==> src/rtl/bcd_to_unsigned.sv <==
// -----------------------------------------------------------------------------
// bcd_to_unsigned
//
// Purpose:
//   Iterative reverse double-dabble converter. It accepts a packed BCD number
//   and returns its unsigned binary value. The converter performs one shift per
//   clock. This block is the inverse of unsigned_to_bcd and uses the same
//   trigger/idle handshake.
//
// Handshake (valid/ready style):
//   - idle acts as "ready". trigger acts as "valid".
//   - A request is accepted on a rising edge where idle=1 and trigger=1.
//   - bcd is captured on that same edge.
//   - trigger is ignored while idle=0. Such a trigger is not queued and does not
//     restart the running conversion.
//   - done pulses for one cycle. out and error update on the same edge.
//   - Latency from acceptance to done is W+1 cycles.
//   - Holding trigger high gives a new conversion every W+2 cycles.
//
// Parameters:
//   N_DIGITS : number of BCD digits at the input. The result width is
//              W = 4*N_DIGITS, which always holds 10^N_DIGITS-1.
//
// Ports:
//   clk     : system clock. All state updates on the rising edge.
//   reset   : asynchronous, active-high reset. Abandons any conversion.
//   trigger : start request. Sampled only while idle=1.
//   bcd     : packed BCD input. Digit 0 is in bits [3:0].
//   idle    : 1 = ready to accept trigger. 0 = conversion in progress.
//   done    : one-cycle completion pulse.
//   error   : invalid-digit flag for the last conversion.
//             This flag is always 0 unless the check is enabled.
//   out     : binary result. Holds its value until the next done.
//
// Optional feature (macro BCD_TO_UNSIGNED_DIGIT_CHECK_EN):
//   - When the macro is defined, any captured digit above 9 sets an invalid
//     flag.
//   - At completion, that flag drives error and forces out to 0.
//   - When the macro is not defined, no check logic is built and error is
//     tied to 0.
//
// The FSM state is the enum variable 'state'. It is kept named and
// unflattened so that checkers can bind to it.
// -----------------------------------------------------------------------------
module bcd_to_unsigned #(
  parameter int N_DIGITS = 8
) (
  input  logic                  clk,
  input  logic                  reset,
  input  logic                  trigger,
  input  logic [4*N_DIGITS-1:0] bcd,
  output logic                  idle,
  output logic                  done,
  output logic                  error,
  output logic [4*N_DIGITS-1:0] out
);

  localparam int W  = 4 * N_DIGITS;
  localparam int CW = (W > 1) ? $clog2(W) : 1;
  localparam logic [CW-1:0] CNT_LAST = CW'(W - 1);

  typedef enum logic [1:0] {
    S_IDLE,
    S_SHIFT,
    S_DONE
  } state_t;

  state_t        state;
  state_t        state_next;

  logic [W-1:0]  bcd_reg;
  logic [W-1:0]  bin_reg;
  logic [CW-1:0] cnt;

  logic [W-1:0]  bcd_shift;
  logic [W-1:0]  bin_shift;

  assign idle = (state == S_IDLE);

  // State register
  always_ff @(posedge clk or posedge reset) begin
    if (reset) begin
      state <= S_IDLE;
    end else begin
      state <= state_next;
    end
  end

  // Next-state logic
  always_comb begin
    state_next = state;
    case (state)
      S_IDLE:  if (trigger) state_next = S_SHIFT;
      S_SHIFT: if (cnt == CNT_LAST) state_next = S_DONE;
      S_DONE:  state_next = S_IDLE;
      default: state_next = S_IDLE;
    endcase
  end

  // One reverse double-dabble step.
  // Shift {bcd_reg, bin_reg} right by one bit. Then correct every shifted
  // digit that reached 8 or more by subtracting 3. A digit's MSB being set is
  // exactly the ">= 8" test.
  always_comb begin
    bcd_shift = {1'b0, bcd_reg[W-1:1]};
    bin_shift = {bcd_reg[0], bin_reg[W-1:1]};
    for (int i = 0; i < N_DIGITS; i++) begin
      if (bcd_shift[4*i+3]) begin
        bcd_shift[4*i +: 4] = bcd_shift[4*i +: 4] - 4'd3;
      end
    end
  end

`ifdef BCD_TO_UNSIGNED_DIGIT_CHECK_EN
  logic invalid;

  function automatic logic has_bad_digit(input logic [W-1:0] v);
    logic bad;
    bad = 1'b0;
    for (int i = 0; i < N_DIGITS; i++) begin
      if (v[4*i +: 4] > 4'd9) bad = 1'b1;
    end
    return bad;
  endfunction
`else
  assign error = 1'b0;
`endif

  // Datapath and registered outputs
  always_ff @(posedge clk or posedge reset) begin
    if (reset) begin
      bcd_reg <= '0;
      bin_reg <= '0;
      cnt     <= '0;
      out     <= '0;
      done    <= 1'b0;
`ifdef BCD_TO_UNSIGNED_DIGIT_CHECK_EN
      invalid <= 1'b0;
      error   <= 1'b0;
`endif
    end else begin
      done <= 1'b0;
      case (state)
        S_IDLE: begin
          if (trigger) begin
            bcd_reg <= bcd;
            bin_reg <= '0;
            cnt     <= '0;
`ifdef BCD_TO_UNSIGNED_DIGIT_CHECK_EN
            invalid <= has_bad_digit(bcd);
`endif
          end
        end
        S_SHIFT: begin
          bcd_reg <= bcd_shift;
          bin_reg <= bin_shift;
          cnt     <= cnt + CW'(1);
        end
        S_DONE: begin
          done <= 1'b1;
`ifdef BCD_TO_UNSIGNED_DIGIT_CHECK_EN
          error <= invalid;
          out   <= invalid ? '0 : bin_reg;
`else
          out   <= bin_reg;
`endif
        end
        default: ;
      endcase
    end
  end

endmodule

==> config.mk <==
export PLATFORM = sky130hd
export DESIGN_NAME = bcd_to_unsigned
export DESIGN_NICKNAME = d
export VERILOG_FILES = /design/src/rtl/bcd_to_unsigned.sv
export SDC_FILE = /design/constraint.sdc
export NUM_CORES = 1
export LEC_CHECK = 0
export BUFFER_PORTS_ARGS = -buffer_cell sky130_fd_sc_hd__buf_2
export CORE_MARGIN = 3
export CORE_UTILIZATION = 40
export CTS_CLUSTER_SIZE = 16
export DETAILED_ROUTE_END_ITERATION = 16
export SLEW_MARGIN = 0
export SYNTH_ARGS = -nofsm -noshare
export SYNTH_HDL_FRONTEND = slang
export SYNTH_SLANG_ARGS = --single-unit
==> constraint.sdc <==
create_clock -name clk -period 4.83 [get_ports clk]
set_clock_uncertainty 0.2 [all_clocks]
set_input_delay 0.966 -clock clk [delete_from_list [all_inputs] [get_ports clk]]
set_output_delay 0.966 -clock clk [all_outputs]
set_load 0.05 [all_outputs]
* Word-level counts from Yosys, hierarchy flattened
Index checks and enable logic that the tools add are counted.
** Storage, ports and cells
- RAM bits :: 0
- Bits in latches :: 0
- Flip-flop bits (word level) :: 104
- Memory bits (read-only) :: 0
- Output and inout bits :: 35
- Logic and storage cells :: 40
- Bits of input ports :: 35
- Memories :: 0
** Cells by class
- Add/subtract/negate cells :: 8
- Div/mod/pow operators :: 0
- Shift-type cells :: 0
- Reduce and logical (&&, ||, !) cells :: 4
- Order comparisons :: 0
- Multiply operators :: 0
- Bitwise gates (word level) :: 0
- Muxes and demuxes :: 17
- Equality and inequality tests :: 5
** Operators by type and width (number)
- $pmux 32 s2 :: 2
- $mux 32 :: 2
- $mux 4 :: 7
- $sub 4x2->4 const B :: 7
- $pmux 5 s2 :: 1
- $add 5x1->5 const B :: 1
- $eq 5x5->1 const B :: 1
- $mux 5 :: 1
- $mux 2 :: 2
- $ne 2x2->1 const B :: 2
- $pmux 2 s2 :: 1
- $reduce_and 2->1 :: 2
- $eq 2x1->1 const B :: 1
- $eq 2x2->1 const B :: 1
- $logic_not 2->1 :: 1
- $reduce_bool 2->1 :: 1
- $mux 1 :: 1

* Logic depth before layout (Yosys ltp)
Gate-level depths: netlist of run 1.
- Depth after elaboration :: 3
- Mapped depth :: 6
- Mapped depth without buffers :: 5

* Worst setup path after synthesis of run 1
No wires, ideal clock.
- Path type :: register to output
- Start :: register state[0]
- End :: output idle
- Required time :: 3.664 ns
- Buffers on the path :: 2
- Arrival time :: 1.167 ns
- Setup slack :: 2.497 ns
- Stages on the path, launching flop included :: 4
- Path through :: dfrtp_1 > buf_6 > buf_6 > nor2_2
** On the way
- Word-level cells in the longest chain between the ends :: 1
** Ends and longest elaborated chain
- from (decl) :: RTL line 68 : state_t state;
- from (signal assigned) :: RTL line 85 : state <= state_next;
- $logic_not 2->1 :: RTL line 78 : assign idle = (state == S_IDLE);
- to (decl) :: RTL line 52 : output logic idle,
Every way passes these cells.

* Worst setup path after layout of run 1
Ends and elaborated chain as after synthesis.

==> flow_metrics.env, run 1 <==
export IMPL_grt_pass1_wl_um=16800
export IMPL_synth_edff_count=0
export IMPL_yosysMostFrequentCell="dfrtp_1"
export IMPL_whs_path_depth=1
export IMPL_syn_to_final_growth_pct=11.7
export IMPL_cts_resized=0
export IMPL_dp_cells=570
export IMPL_grt_antenna_before_repair=0
export IMPL_synthAdderAreaFrac=0.0229
export IMPL_initial_core_util=0.421
export IMPL_ys_warn_count=0
export IMPL_reg2reg_depth=5
export IMPL_finalWirelength_um=10200
export IMPL_finalCritPeriodShare=0.614
export IMPL_gr_usage_all_layers=0.158
export IMPL_synthArstFlopShare=1.00
export IMPL_drtPass1Iterations=4
export IMPL_drive_gt1_frac=0.271
export IMPL_syn_mean_instance_area_um2=12.6
export IMPL_fmax_mhz=337
export IMPL_diodes=0
export IMPL_synth_cell_type_count=43
export IMPL_synth_top_cells_by_area="dfrtp_1 53%, a22o_1 6.0%, mux2_1 4.6%"
export IMPL_reg2reg_slack_ns=2.08
export IMPL_synth_top_area_frac=0.528
export IMPL_crit_fanout=17
export IMPL_cts_max_level=3
export IMPL_port_buffers=68
export IMPL_cts_tree="built"
export IMPL_ctsHoldBuffers=0
export IMPL_final_max_slew_viol_count=0
export IMPL_dpl_hpwl_um=6500
export IMPL_dr_first_iter_drc_count=212
export IMPL_rows=39
export IMPL_syn_num_nets=434
export IMPL_worst_pin_slew_ns=0.927
export IMPL_die_area_um2=13700
export IMPL_detail_route_antenna_nets=0
export IMPL_dieWidth_um=117
export IMPL_tns_ns=0
export IMPL_max_slew_margin=0.382
export IMPL_vias=3229
export IMPL_reg2reg_to="bcd_reg[30]"
export IMPL_p_per_area_nw_per_um2=606
export IMPL_post_place_ws_ns=2.05
export IMPL_critPathMaxStageDelay_ns=0.66
export IMPL_reg2reg_from="state[0]"
export IMPL_grt_start_max_net_pins=74
export IMPL_wl_per_cell_um=17.4
export IMPL_worstSetupStartpoint="state[0]"
export IMPL_rsz0062_at_grt="no"
export IMPL_hold_class="flop to flop"
export IMPL_p_total_mw=3.33
export IMPL_slowest_stage="dfrtp_1"
export IMPL_ioPinCount=70
export IMPL_maxCapViolations=0
export IMPL_cp_data_required_time_ns=3.66
export IMPL_synth_compound_area_share=0.192
export IMPL_crit_path_start_kind="flop"
export IMPL_synth_top_area_cell="dfrtp_1"
export IMPL_worstSetupPathType="flop to output port"
export IMPL_nets=482
export IMPL_synthMuxAreaShare=0.0983
export IMPL_avgViaCountPerCell=5.52
export IMPL_hp_start="out[17]"
export IMPL_synth_xor_xnor_area_share=0.0249
export IMPL_drc=0
export IMPL_ys_ff_latch=104
export IMPL_coreArea_um2=11700
export IMPL_synth_top_family_by_area="compound AO/OA/AOI/OAI gates"
export IMPL_grt_pass1_vias=3193
export IMPL_hold_viol=0
export IMPL_setup_ws_ns=1.87
export IMPL_synthTopCellsByCount="104 x dfrtp_1, 34 x a22o_1, 20 x mux2_1, 20 x o22ai_1, 19 x a31oi_1"
export IMPL_vdd_ir_drop_worst_uv=306
export IMPL_worstSetupEndpointType="output port"
export IMPL_routabilityCongestion=0.762
export IMPL_final_cells=585
export IMPL_clock_path_buffers=2
export IMPL_die_h_um=117
export IMPL_clk_pin_slew_ns=0.07
export IMPL_arrival_ns=1.80
export IMPL_cts_setup_buffers=0
export IMPL_timing_critical_path_cells="nor2_2 -> buf_2"
export IMPL_power_leakage_nw=2.52
export IMPL_synth_area_um2=4930
export IMPL_cts_num_sinks=104
export IMPL_ys_seq_area_frac=0.528
export IMPL_holdWs_ns=0.286
export IMPL_yosys_area_share_simple=0.0744
export IMPL_numCtsBuffers=9
export IMPL_synthCells=390
export IMPL_setup_viol=0
export IMPL_fin_crit_ns=2.96
export IMPL_clockRootBuffer="clkbuf_16"
export IMPL_clk_latency_ns=0.35
export IMPL_grt_ovfl_total=0
export IMPL_synth_top_flop_cell="dfrtp_1"
export IMPL_hold_path_end="out[17]"
export IMPL_status="finished clean"
## cell families after synthesis
kind of cell / count (synthesis)
muxes: 41
AOI/OAI and AO/OA: 119
and+or+nand+nor: 64
xor gates and xnor gates: 14
buffers and inverters: 38
DFF: 104
other: 1
adders and majority gates: 9
## area by class of cell
type	count	area (µm²)
repair buffers	72	370
clock buffers	9	225
well taps	143	179
multi-input cells	248	2040
flip-flops and latches	104	2600
inverters	3	16.3
fillers	1067	6210
clock inverters	6	75.1
## worst max-delay path, delay by kind of cell, from the launching register on
family                 cells  cell delay [ns]
buffers and inverters      1             0.34
and+or+nand+nor            1             0.45
DFF                        1             0.66
## worst max path at each step
stage	endpoint	slack, ns	cells after the start
5_1_grt	idle	1.76	2
2_1_floorplan	bcd_reg[0]	0.93	1
3_3_place_gp	bin_reg[13]	2.06	3
6_report	idle	1.87	2
3_5_place_dp	bin_reg[2]	2.05	3
4_1_cts	idle	1.85	2
## layer usage
metal	track usage	vias to the layer above	part of all wire
met2	0.241	73	0.46
met3	0.0458	9	0.040
met1	0.221	1602	0.49
li1	-	1545	-
met5	0	-	0
met4	0.0443	0	0.012
## power breakdown
| part | total [mW] | switching (mW) | leakage [nW] | internal [mW] |
|---|---|---|---|---|
| Sequential | 1.45 | 0.310 | 1.31 | 1.14 |
| Clock | 0.743 | 0.336 | 0.144 | 0.407 |
| Combinational | 1.14 | 0.540 | 1.06 | 0.602 |
## placed cells by master (no fill, tap or decap), drive strengths merged, types with 12 or more instances in the layout
cell	netlist	final
xnor2	14	14
nor2	19	19
a21oi	12	12
nor2b	18	18
buf	27	72
o22ai	20	20
a221oi	14	14
a22o	34	34
a31oi	19	19
dfrtp	104	104
nand2	12	12
mux2	32	32
## per-stage QoR
step           cell area, µm²  utilization
4_1_cts                  5500        0.470
6_report                 5500        0.470
5_1_grt                  5500        0.470
2_1_floorplan            4930            -
3_3_place_gp             5200        0.444
3_5_place_dp             5200        0.444
Note: power is estimated with default switching activity, not from simulation.
==> run 2: changes to the inputs <==
Settings changed: ABC_AREA set to 1.
Clock period 4.83 ns to 3.1 ns, I/O delays scaled along.
==> run 2 against run 1 <==
Compared with the run above:
- register-to-register slack worse by 0.91 ns
- worst hold slack worse by 0.098 ns
- critical path depth unchanged
- clock-buffer cell count up 1
- wire length down 6.6%
- largest power group unchanged
==> flow_metrics.env, run 2 <==
export IMPL_status="finished clean"
export IMPL_cp_data_required_time_ns=2.28
export IMPL_die_area_um2=12800
export IMPL_cts_tree="built"
export IMPL_nets=639
export IMPL_crit_buf_inv=1
export IMPL_max_slew_margin=0.313
export IMPL_drtPass1Iterations=5
export IMPL_layout_area_seq_um2=2600
export IMPL_path_delay_family="flip-flops"
export IMPL_cp_depth=2
export IMPL_reg2reg_from="state[1]"
export IMPL_die_h_um=113
export IMPL_syn_to_final_growth_pct=17.0
export IMPL_post_place_ws_ns=1.11
export IMPL_worstSetupPathType="flop to output port"
export IMPL_synth_top_cells_by_area="dfrtp_1 57%, nand2_1 13%, inv_1 5.5%"
export IMPL_pwr_share_clk=0.211
export IMPL_clockRootBuffer="clkbuf_16"
export IMPL_power_leakage_nw=2.75
export IMPL_final_cells=740
export IMPL_ys_ff_latch=104
export IMPL_vias=3548
export IMPL_fin_crit_ns=2.16
export IMPL_cp_endpoint="idle"
export IMPL_cts_max_level=3
export IMPL_synthArstFlopShare=1.00
export IMPL_grt_start_max_net_pins=66
export IMPL_clk_latency_ns=0.35
export IMPL_p_seq_frac=0.398
export IMPL_cts_setup_buffers=0
export IMPL_cts_resized=0
export IMPL_p_sw_frac=0.411
export IMPL_grt_pass1_vias=3492
export IMPL_met2WireLength_um=4450
export IMPL_routabilityCongestion=0.828
export IMPL_reg2reg_to="bcd_reg[15]"
export IMPL_rsz0062_at_grt="no"
export IMPL_synth_edff_count=0
export IMPL_finalWirelength_um=9480
export IMPL_maxCapViolations=0
export IMPL_drive_gt1_frac=0.172
export IMPL_mostFrequentLayoutCell="nand2_1"
export IMPL_highest_layer="met4"
export IMPL_syn_mean_instance_area_um2=8.56
export IMPL_grt_pass1_wl_um=16600
export IMPL_worstSetupStartpoint="state[0]"
export IMPL_p_sw_mw=2.29
export IMPL_yosysMostFrequentCell="nand2_1"
export IMPL_hold_class="primary input to async pin"
export IMPL_synth_top_area_cell="dfrtp_1"
export IMPL_p_per_area_nw_per_um2=1040
export IMPL_wl_met1_um=4480
export IMPL_grt_antenna_before_repair=0
export IMPL_drc=0
export IMPL_ctsHoldBuffers=0
export IMPL_multi_input_comb_area_um2=1590
export IMPL_dpl_hpwl_um=6200
export IMPL_rows=38
export IMPL_syn_num_nets=579
export IMPL_gr_usage_all_layers=0.159
export IMPL_initial_core_util=0.415
export IMPL_synth_cell_type_count=22
export IMPL_synthTopCellsByCount="164 x nand2_1, 104 x dfrtp_1, 67 x inv_1"
export IMPL_reg2reg_depth=4
export IMPL_wl_per_cell_um=12.8
export IMPL_wl_met3_um=434
export IMPL_ys_warn_count=0
export IMPL_crit_fanout=5
export IMPL_dr_first_iter_drc_count=162
export IMPL_cts_num_sinks=104
export IMPL_tns_ns=0
export IMPL_detail_route_antenna_nets=0
export IMPL_holdWs_ns=0.188
export IMPL_combPwrFrac=0.392
export IMPL_clock_path_buffers=2
export IMPL_dp_cells=724
export IMPL_worstSetupEndpointType="output port"
export IMPL_crit_path_start_kind="flop"
export IMPL_synth_top_area_frac=0.568
export IMPL_fmax_mhz=462
export IMPL_arrival_ns=1.34
export IMPL_dieWidth_um=113
export IMPL_diodes=0
export IMPL_grt_ovfl_total=0
export IMPL_num_fill_cells=1093
export IMPL_hold_viol=0
export IMPL_numCtsBuffers=9
export IMPL_synth_top_flop_cell="dfrtp_1"
export IMPL_critPathMaxStageDelay_ns=0.44
export IMPL_coreArea_um2=11000
export IMPL_reg2reg_slack_ns=1.17
export IMPL_slowest_stage="dfrtp_1"
export IMPL_vdd_ir_drop_worst_uv=502
export IMPL_synth_area_um2=4580
export IMPL_ioPinCount=70
export IMPL_synthCells=535
export IMPL_setup_ws_ns=0.936
export IMPL_final_max_slew_viol_count=0
export IMPL_ys_seq_area_frac=0.568
export IMPL_setup_viol=0
export IMPL_most_common_layout_cells="163 x nand2_1, 104 x dfrtp_1, 68 x buf_2"
export IMPL_timing_critical_path_cells="nor2_1 -> buf_2"
export IMPL_clk_pin_slew_ns=0.07
export IMPL_p_int_mw=3.28
export IMPL_worst_pin_slew_ns=1.03
export IMPL_finalCritPeriodShare=0.698
export IMPL_port_buffers=68
export IMPL_avgViaCountPerCell=4.79
-- run 2: cell types whose count changed in the layout (fill, tap and decap cells not counted), moves of 11 or more --
cell,delta
nand2_1,+152
inv_1,+66
o21ai_0,+41
nand3_1,+38
a22o_1,-34
mux2_1,-20
a31oi_1,-19
nor2b_1,-17
o22ai_1,+17
xnor2_1,-14
a221oi_2,-12
nor2_1,+11
-- run 2: power groups by stage --
stage | combinational [mW] | clock, mW | sequential [mW]
2_1_floorplan | 1.35 | 0 | 2.58
3_3_place_gp | 2.14 | 0 | 2.22
3_5_place_dp | 2.21 | 0 | 2.24
4_1_cts | 2.22 | 1.21 | 2.22
5_1_grt | 2.51 | 1.27 | 2.29
6_report | 2.19 | 1.17 | 2.22
-- run 2: layout make-up --
| type | count | area share |
|---|---|---|
| inverters | 68 | 0.0483 |
| multi-input cells | 339 | 0.297 |
| flip-flops and latches | 104 | 0.486 |
| well taps | 140 | 0.0327 |
| repair buffers | 73 | 0.0775 |
| clock inverters | 6 | 0.0138 |
| clock buffers | 10 | 0.0446 |
-- run 2: cells by family (layout without fill, tap and decap cells) --
logic type      after synthesis  after routing  share of synthesized area
other cells                   1              1                   0.000818
compound gates               85             85                      0.104
flops                       104            104                      0.568
fa+ha+maj                     9              9                     0.0246
buf+inv                      92            157                     0.0847
simple gates                244            244                      0.218
-- run 2: layer usage --
metal	GRT usage	vias up
met5	0	-
met4	0.0353	0
met3	0.0465	11
met2	0.260	69
met1	0.213	1638
li1	-	1830
-- run 2: worst min-delay path by stage --
stage / from / end / slack [ns] / cells past startpoint
2_1_floorplan: cnt[4] / cnt[4] / 0.25 / 2
3_3_place_gp: out[26] / out[26] / 0.26 / 2
3_5_place_dp: cnt[4] / cnt[4] / 0.27 / 2
4_1_cts: reset / bcd_reg[24] / 0.20 / 2
5_1_grt: reset / bcd_reg[5] / 0.24 / 2
6_report: reset / bcd_reg[3] / 0.19 / 2
-- run 2: worst register-to-register path, delay by kind of cell, from the launching register on --
kind,cells,cell delay [ns]
simple gates,2,0.64
compound gates,1,0.42
flops,1,0.42
buf+inv,1,0.14
-- run 2: through the flow --
step / instance area, µm² / power, mW / utilization
finish: 5360 / 5.58 / 0.486
global route: 5360 / 6.07 / 0.486
CTS: 5360 / 5.65 / 0.486
detailed placement: 5050 / 4.45 / 0.457
global placement: 5050 / 4.35 / 0.457
floorplan: 4590 / 3.93 / -
==> run 3: changes to the inputs <==
Clock period 3.1 ns to 1.8 ns, I/O delays scaled along.
==> run 3 against run 2 <==
Compared with the run above:
- clock-buffer cell count is 1 higher
- sequential share of layout area decreased by 0.81 points
- cell area increased by 1.7%
- first-iteration DRC count rose by 48%
- register-to-register slack lost 0.86 ns
- final cell count is 1.1% higher
- via count up 3.0%
- clock power up 79%
- utilization up 0.83 points
- worst hold slack worse by 0.17 ns
- critical endpoint unchanged
- largest power group is now combinational logic
==> flow_metrics.env, run 3 (same netlist as run 2, synthesis figures left out) <==
export IMPL_final_area_um2=5450
export IMPL_layout_area_seq_um2=2600
export IMPL_hold_viol=0
export IMPL_cts_setup_buffers=0
export IMPL_port_buffers=68
export IMPL_combPwrFrac=0.395
export IMPL_p_sw_frac=0.406
export IMPL_worstSetupPathType="flop to output port"
export IMPL_status="finished clean"
export IMPL_dr_first_iter_drc_count=239
export IMPL_clk_pin_slew_ns=0.07
export IMPL_power_leakage_nw=2.79
export IMPL_vias=3654
export IMPL_p_sw_mw=3.97
export IMPL_post_route_util=0.494
export IMPL_die_area_um2=12800
export IMPL_cts_tree="built"
export IMPL_cts_num_sinks=104
export IMPL_arrival_ns=1.17
export IMPL_coreArea_um2=11000
export IMPL_avgViaCountPerCell=4.89
export IMPL_grt_pass1_vias=3665
export IMPL_reg2reg_from="state[1]"
export IMPL_grt_pass1_wl_um=16800
export IMPL_critPathMaxStageDelay_ns=0.44
export IMPL_p_seq_frac=0.391
export IMPL_initial_core_util=0.415
export IMPL_maxCapViolations=0
export IMPL_dpl_hpwl_um=6550
export IMPL_syn_to_final_growth_pct=19.0
export IMPL_rsz0062_at_grt="no"
export IMPL_wl_per_cell_um=13.0
export IMPL_crit_fanout=5
export IMPL_p_per_area_nw_per_um2=1800
export IMPL_drc=0
export IMPL_setup_ws_ns=0.0653
export IMPL_drive_gt1_frac=0.179
export IMPL_grt_ovfl_total=0
export IMPL_hp_start="bcd[31]"
export IMPL_ioPinCount=70
export IMPL_worstSetupEndpointType="output port"
export IMPL_num_fill_cells=1055
export IMPL_vdd_ir_drop_worst_uv=946
export IMPL_crit_buf_inv=1
export IMPL_crit_path_start_kind="flop"
export IMPL_most_common_layout_cells="163 x nand2_1, 104 x dfrtp_1, 67 x buf_2"
export IMPL_worstSetupStartpoint="state[0]"
export IMPL_holdWs_ns=0.0168
export IMPL_grt_start_max_net_pins=66
export IMPL_numCtsBuffers=9
export IMPL_clock_path_buffers=2
export IMPL_mostFrequentLayoutCell="nand2_1"
export IMPL_finalWirelength_um=9750
export IMPL_routabilityCongestion=0.805
export IMPL_pwr_share_clk=0.215
export IMPL_clk_latency_ns=0.34
export IMPL_fin_crit_ns=1.73
export IMPL_hold_class="primary input to flop"
export IMPL_final_max_slew_viol_count=0
export IMPL_dpl_cell_area_um2=5110
export IMPL_reg2reg_slack_ns=0.31
export IMPL_dieWidth_um=113
export IMPL_setup_viol=0
export IMPL_slowest_stage="dfrtp_1"
export IMPL_cp_data_required_time_ns=1.24
export IMPL_post_place_ws_ns=0.313
export IMPL_path_delay_family="flip-flops"
export IMPL_p_int_mw=5.82
export IMPL_diodes=0
export IMPL_drtPass1Iterations=4
export IMPL_nets=647
export IMPL_finalCritPeriodShare=0.964
export IMPL_detail_route_antenna_nets=0
export IMPL_rows=38
export IMPL_multi_input_comb_area_um2=1600
export IMPL_gr_usage_all_layers=0.162
export IMPL_die_h_um=113
export IMPL_cts_max_level=3
export IMPL_clockRootBuffer="clkbuf_16"
export IMPL_timing_critical_path_cells="nor2_2 -> buf_6"
export IMPL_fmax_mhz=576
export IMPL_grt_antenna_before_repair=0
[run 3: timing repair]
item,CTS,global route
endpoints found under the setup margin,1,1
hold buffers,1,0
resized for setup,1,1
hold endpoints to repair,104,0
[run 3: final timing paths]
kind,end,cells after the start
max,idle,2
min,bcd_reg[31],3
max reg2reg,bcd_reg[11],5
min reg2reg,out[13],2
max in group asynchronous,bin_reg[26],4
min in group asynchronous,bin_reg[0],4
[run 3: cell type report]
cell class / instances / area share
clock inverter: 5 / 0.0161
multi-input combinational: 339 / 0.293
sequential: 104 / 0.478
inverter: 68 / 0.0475
timing repair buffer: 81 / 0.0911
tap: 140 / 0.0321
clock buffer: 11 / 0.0427
[run 3: per-layer routing]
layer,part of all wire,up-vias,global-route usage
met5,0,-,0
met4,0.014,0,0.0529
met3,0.038,13,0.0358
met2,0.48,78,0.274
met1,0.47,1726,0.208
li1,-,1837,-
[run 3: power groups by stage]
stage	sequential, mW	clock, mW	combinational [mW]
finish	3.82	2.10	3.86
global route	3.95	2.25	4.42
CTS	3.83	2.16	3.90
detailed placement	3.86	0	3.89
global placement	3.81	0	3.76
floorplan	4.44	0	2.32
[run 3: metrics by stage]
step	setup TNS, ns	std cells	power [mW]
after floorplan	-0.578	535	6.77
after global placement	0	731	7.57
after CTS	0	748	9.89
final	0	748	9.79
after detailed placement	0	731	7.75
after global routing	0	748	10.6
[run 3: worst register-to-register path, stage by stage, from the launching register on]
cell and delay, ns:
dfrtp_1 0.43, inv_1 0.14, o21a_1 0.16, buf_4 0.25
nand2_1 0.08, a21oi_1 0.15
